$ cat config.mk
export PLATFORM = sky130hd
export DESIGN_NAME = prll_2_srl_conv
export DESIGN_NICKNAME = d
export VERILOG_FILES = /design/src/rtl/prll_2_srl_conv.sv
export SDC_FILE = /design/constraint.sdc
export NUM_CORES = 1
export LEC_CHECK = 0
export BUFFER_PORTS_ARGS = -buffer_cell sky130_fd_sc_hd__buf_4
export CAP_MARGIN = 10
export CORE_UTILIZATION = 35
export DETAILED_ROUTE_END_ITERATION = 6
export GPL_ROUTABILITY_DRIVEN = 1
export PLACE_DENSITY_LB_ADDON = 0.12
export SETUP_SLACK_MARGIN = 0.02
export SYNTH_ARGS = -nofsm -noshare
export SYNTH_HDL_FRONTEND = slang
export SYNTH_SLANG_ARGS = --single-unit
export TNS_END_PERCENT = 5
$ cat constraint.sdc
create_clock -name clk -period 1.7 [get_ports clk]
set_clock_uncertainty 0.05 [all_clocks]
set_input_delay 0.255 -clock clk [delete_from_list [all_inputs] [get_ports clk]]
set_output_delay 0.255 -clock clk [all_outputs]
set_load 0.005 [all_outputs]
$ cat src/rtl/prll_2_srl_conv.sv
// rtl/prll_2_srl_conv.sv - parallel-to-serial converter with one-word holding register
//
// Purpose: accepts WIDTH-bit words over a load/ready handshake and shifts them out
// one bit per clock, framed by valid_o and last_o. A holding register lets the
// next word queue up behind the one in flight so words stream without idle bits.
//
// Ports:
//   clk      rising-edge clock
//   reset_n  asynchronous active-low reset
//   prll_in  parallel word to transmit (WIDTH bits)
//   load_i   prll_in is valid this cycle
//   ready_o  a word can be accepted this cycle
//   srl_o    serial data bit
//   valid_o  srl_o carries a data bit this cycle
//   last_o   srl_o carries the final bit of the current word

module prll_2_srl_conv #(
  parameter int WIDTH     = 4,
  parameter bit MSB_FIRST = 1'b1
) (
  input  logic             clk,
  input  logic             reset_n,
  input  logic [WIDTH-1:0] prll_in,
  input  logic             load_i,
  output logic             ready_o,
  output logic             srl_o,
  output logic             valid_o,
  output logic             last_o
);

  localparam int CW = $clog2(WIDTH);
  localparam logic [CW-1:0] LAST_BIT = CW'(WIDTH - 1);

  typedef enum logic {
    IDLE,
    SHIFT
  } state_t;

  state_t           state, state_nxt;
  logic [WIDTH-1:0] shreg;
  logic [WIDTH-1:0] shreg_shifted;
  logic [WIDTH-1:0] hold;
  logic             hold_full;
  logic [CW-1:0]    cnt;

  logic accept;
  logic at_last;
  logic load_shreg;   // prll_in goes straight into the shift register
  logic load_hold;    // held word moves into the shift register
  logic shift_en;     // advance one bit within the current word
  logic fill_hold;    // prll_in is parked in the holding register

  // ready_o depends only on registered state, so there is no input-to-output path.
  assign ready_o = !hold_full;
  assign accept  = load_i && ready_o;
  assign at_last = (cnt == LAST_BIT);

  // Shift toward whichever end feeds srl_o.
  assign shreg_shifted = MSB_FIRST ? {shreg[WIDTH-2:0], 1'b0}
                                   : {1'b0, shreg[WIDTH-1:1]};

  always_ff @(posedge clk or negedge reset_n) begin
    if (!reset_n) begin
      state <= IDLE;
    end else begin
      state <= state_nxt;
    end
  end

  always_comb begin
    state_nxt  = state;
    valid_o    = 1'b0;
    last_o     = 1'b0;
    srl_o      = 1'b0;
    load_shreg = 1'b0;
    load_hold  = 1'b0;
    shift_en   = 1'b0;
    fill_hold  = 1'b0;

    case (state)
      IDLE: begin
        if (accept) begin
          load_shreg = 1'b1;
          state_nxt  = SHIFT;
        end
      end

      SHIFT: begin
        valid_o = 1'b1;
        srl_o   = MSB_FIRST ? shreg[WIDTH-1] : shreg[0];
        last_o  = at_last;
        if (!at_last) begin
          shift_en  = 1'b1;
          fill_hold = accept;
        end else if (hold_full) begin
          // ready_o is low here, so no accept can collide with the hold transfer.
          load_hold = 1'b1;
        end else if (accept) begin
          // Hold is empty: the new word bypasses it and follows with no gap.
          load_shreg = 1'b1;
        end else begin
          state_nxt = IDLE;
        end
      end

      default: state_nxt = IDLE;
    endcase
  end

  always_ff @(posedge clk or negedge reset_n) begin
    if (!reset_n) begin
      shreg     <= '0;
      cnt       <= '0;
      hold      <= '0;
      hold_full <= 1'b0;
    end else begin
      if (load_shreg) begin
        shreg <= prll_in;
        cnt   <= '0;
      end else if (load_hold) begin
        shreg     <= hold;
        hold_full <= 1'b0;
        cnt       <= '0;
      end else if (shift_en) begin
        shreg <= shreg_shifted;
        cnt   <= cnt + 1'b1;
      end

      if (fill_hold) begin
        hold      <= prll_in;
        hold_full <= 1'b1;
      end
    end
  end

endmodule

==> flow_summary.toml <==
[status]
status = "complete, no violations"

[routing]
firstDrtPassIters = 4
final_antenna_net_count = 0
wl_per_cell_um = 12.6
drtIter0Drc = 8
vias = 560
routed_via_density = 5.05
drc = 0
wirelength_um = 1400

[sta]
hold_viol = 0
clock.fmax_ghz = 0.635
max_slew_margin_pct = 80.0
period_share_pct = 92.7
tns_ps = 0
tightest_slew_ps = 301
period_needed_ps = 1580
rsz0062_at_grt = "yes"
setup_violations = 0
final_max_slew_viol_count = 0

[pwr]
power.share.sequential_pct = 33.4
clkPwrFrac_pct = 11.2
leakagePower_nw = 0.390
switchingPower_uw = 631
combPwrFrac_pct = 55.5
peakVddDrop_mv = 0.814
p_per_area_nw_per_um2 = 1880
p_int_uw = 932
swShare_pct = 40.4

[logic_synthesis]
netlist_area_um2 = 681
synth_nets = 80
yosysSeqAreaShare_pct = 44.1
syn_inst = 71
synth-seq-cells = 12
ys_types = 23
yosys_warnings = 0
avgSynthCellArea_um2 = 9.59

[critical_path]
path_delay_family = "compound AO/OA/AOI/OAI gates"
crit_arrival_ps = 1660
cp.required_ps = 1790
worstSetupPathType = "flop to flop"
r2r_end = "shreg[0]"
r2r_start = "cnt[0]"
crit_path_end = "shreg[0]"
critical_path_depth = 5
ff2ff_setup_slack_ps = 120
worst-path-buf-inv = 0
start_kind = "flop"
startpoint = "cnt[0]"
critical_path.cell_chain = "ha_1 -> nand2b_1 -> a31o_2 -> nand2_1 -> o221ai_1"
slowest_delay_ps = 400
crit_path_end_kind = "flop"
worst_r2r_path_depth = 5
cp_slowest_cell = "dfrtp_1"
critPathMaxFanout = 9

[cts]
cts_max_path_buffers = 2
path_clk_slew_ps = 80
cts_setup_buffers = 0
cts_tree = "built"
cts_made_buffers = 3
clkLatencyLatePin_ps = 280
root_buffer = "clkbuf_4"
htree_levels = 1
clock_sinks = 12

[final_layout]
fill_cells = 197
area_growth_syn_to_layout_pct = 22.1
finalInstanceArea_um2 = 831
layout.nets = 97
mostFrequentLayoutCells = "nand2_1, buf_4, dfrtp_1"
multi_input_area_um2 = 343
layout-drive-gt1-share_pct = 27.9
diodes = 0
final-seq-area_um2 = 300

[placement]
port_buffers = 10
dp_hpwl_um = 1070
place.gp.congestion = 0.758
placed_cell_area_um2 = 787

[flow_run]
drv_cap = 0

[global_route]
grt_max_degree = 13
grt_usage_pct = 16.8
antenna_found_initial = 0
grt_pass1_wl_um = 2400
grt_pass1_vias = 535
grt.overflow.total = 0

[floorplanning]
die_h_um = 46.1
die_w_um = 46.1
die-area_um2 = 2130
start_util_pct = 38.2
io_pins = 11
coreArea_um2 = 1780
row_count = 15

[worst_hold_path]
hold_path.class = "input pin to flop"
metal layers:
metal	routed length, um	GRT usage (%)	share of wire (%)	up-vias
li1	-	-	-	283
met1	684	21.2	49	261
met2	625	25.1	45	12
met3	66	7.06	4.7	4
met4	19	7.06	1.4	0
met5	0	0	0	-
registers in the layout, indices dropped and copies added, names as in the netlist:
register,flops
shreg,4
state,1
hold_full,1
hold,4
cnt,2
power by group through the flow:
stage,sequential (mW),clock [mW],combinational (mW)
2_1_floorplan,0.506,0,0.648
3_3_place_gp,0.523,0,0.842
3_5_place_dp,0.525,0,0.846
4_1_cts,0.521,0.184,0.848
5_1_grt,0.538,0.199,0.984
6_report,0.521,0.175,0.867
Yosys cell counts, drive strengths merged:
| cell | count | area share (%) |
|---|---|---|
| nand2 | 13 | 7.2 |
| dfrtp | 12 | 44 |
| inv | 7 | 3.9 |
| nor2 | 6 | 3.7 |
| o221ai | 4 | 5.1 |
| mux2 | 3 | 5.0 |
| o21ai | 3 | 2.2 |
| o31ai | 3 | 5.5 |
| or3 | 3 | 2.8 |
| a31oi | 2 | 1.8 |
| buf | 2 | 3.3 |
| ha | 2 | 3.7 |
| nand2b | 2 | 1.8 |
| o22ai | 2 | 1.8 |
| a21oi | 1 | 0.73 |
| a31o | 1 | 1.3 |
| and2 | 1 | 0.92 |
| and3b | 1 | 1.3 |
| nand3 | 1 | 1.5 |
| o22a | 1 | 1.3 |
| or2b | 1 | 1.1 |
worst register-to-register path, delay by kind of cell, from the launching register on:
kind	cells	cell delay [ps]
AOI/OAI and AO/OA	2	460
adders and majority gates	1	220
DFF	1	400
and+or+nand+nor	2	310
per-stage QoR:
step / power [mW] / utilization (%) / setup slack (ps) / hold WS [ps] / instances
floorplan: 1.15 / - / 223 / -90.6 / 71
finish: 1.56 / 46.6 / 125 / 147 / 111
global placement: 1.36 / 44.1 / 76.7 / 58.7 / 107
global route: 1.72 / 46.6 / 19.0 / 149 / 111
CTS: 1.55 / 46.0 / 75.9 / 146 / 111
detailed placement: 1.37 / 44.1 / 85.1 / 59.0 / 107
cell type report:
type / instances / area share [%]
Sequential cell: 12 / 36.1
Multi-Input combinational cell: 50 / 41.3
Inverter: 7 / 3.16
Tap cell: 25 / 3.77
Clock buffer: 3 / 2.71
Timing Repair Buffer: 14 / 13.0
worst min-delay path by stage:
stage | from | endpoint | slack (ps) | cells after the start
floorplan | reset_n | cnt[0] | -90 | 0
global placement | reset_n | shreg[3] | 60 | 1
detailed placement | reset_n | shreg[3] | 60 | 1
CTS | prll_in[3] | hold[3] | 150 | 2
global route | prll_in[3] | hold[3] | 150 | 2
finish | prll_in[3] | hold[3] | 150 | 2
timing repair:
action,in CTS,in global routing
gates resized for setup,0,4
endpoints found under the hold margin,12,0
hold buffers,1,0
setup endpoints to repair,0,8
cells by family (layout without fill, tap and decap cells):
logic type,after synthesis,count (layout),synth area share (%)
simple gates,28,28,20.2
flops,12,12,44.1
mux,3,3,4.96
compound gates,17,17,19.9
buf+inv,9,24,7.17
fa+ha+maj,2,2,3.68
No activity file was read; power rests on OpenSTA's default activity.
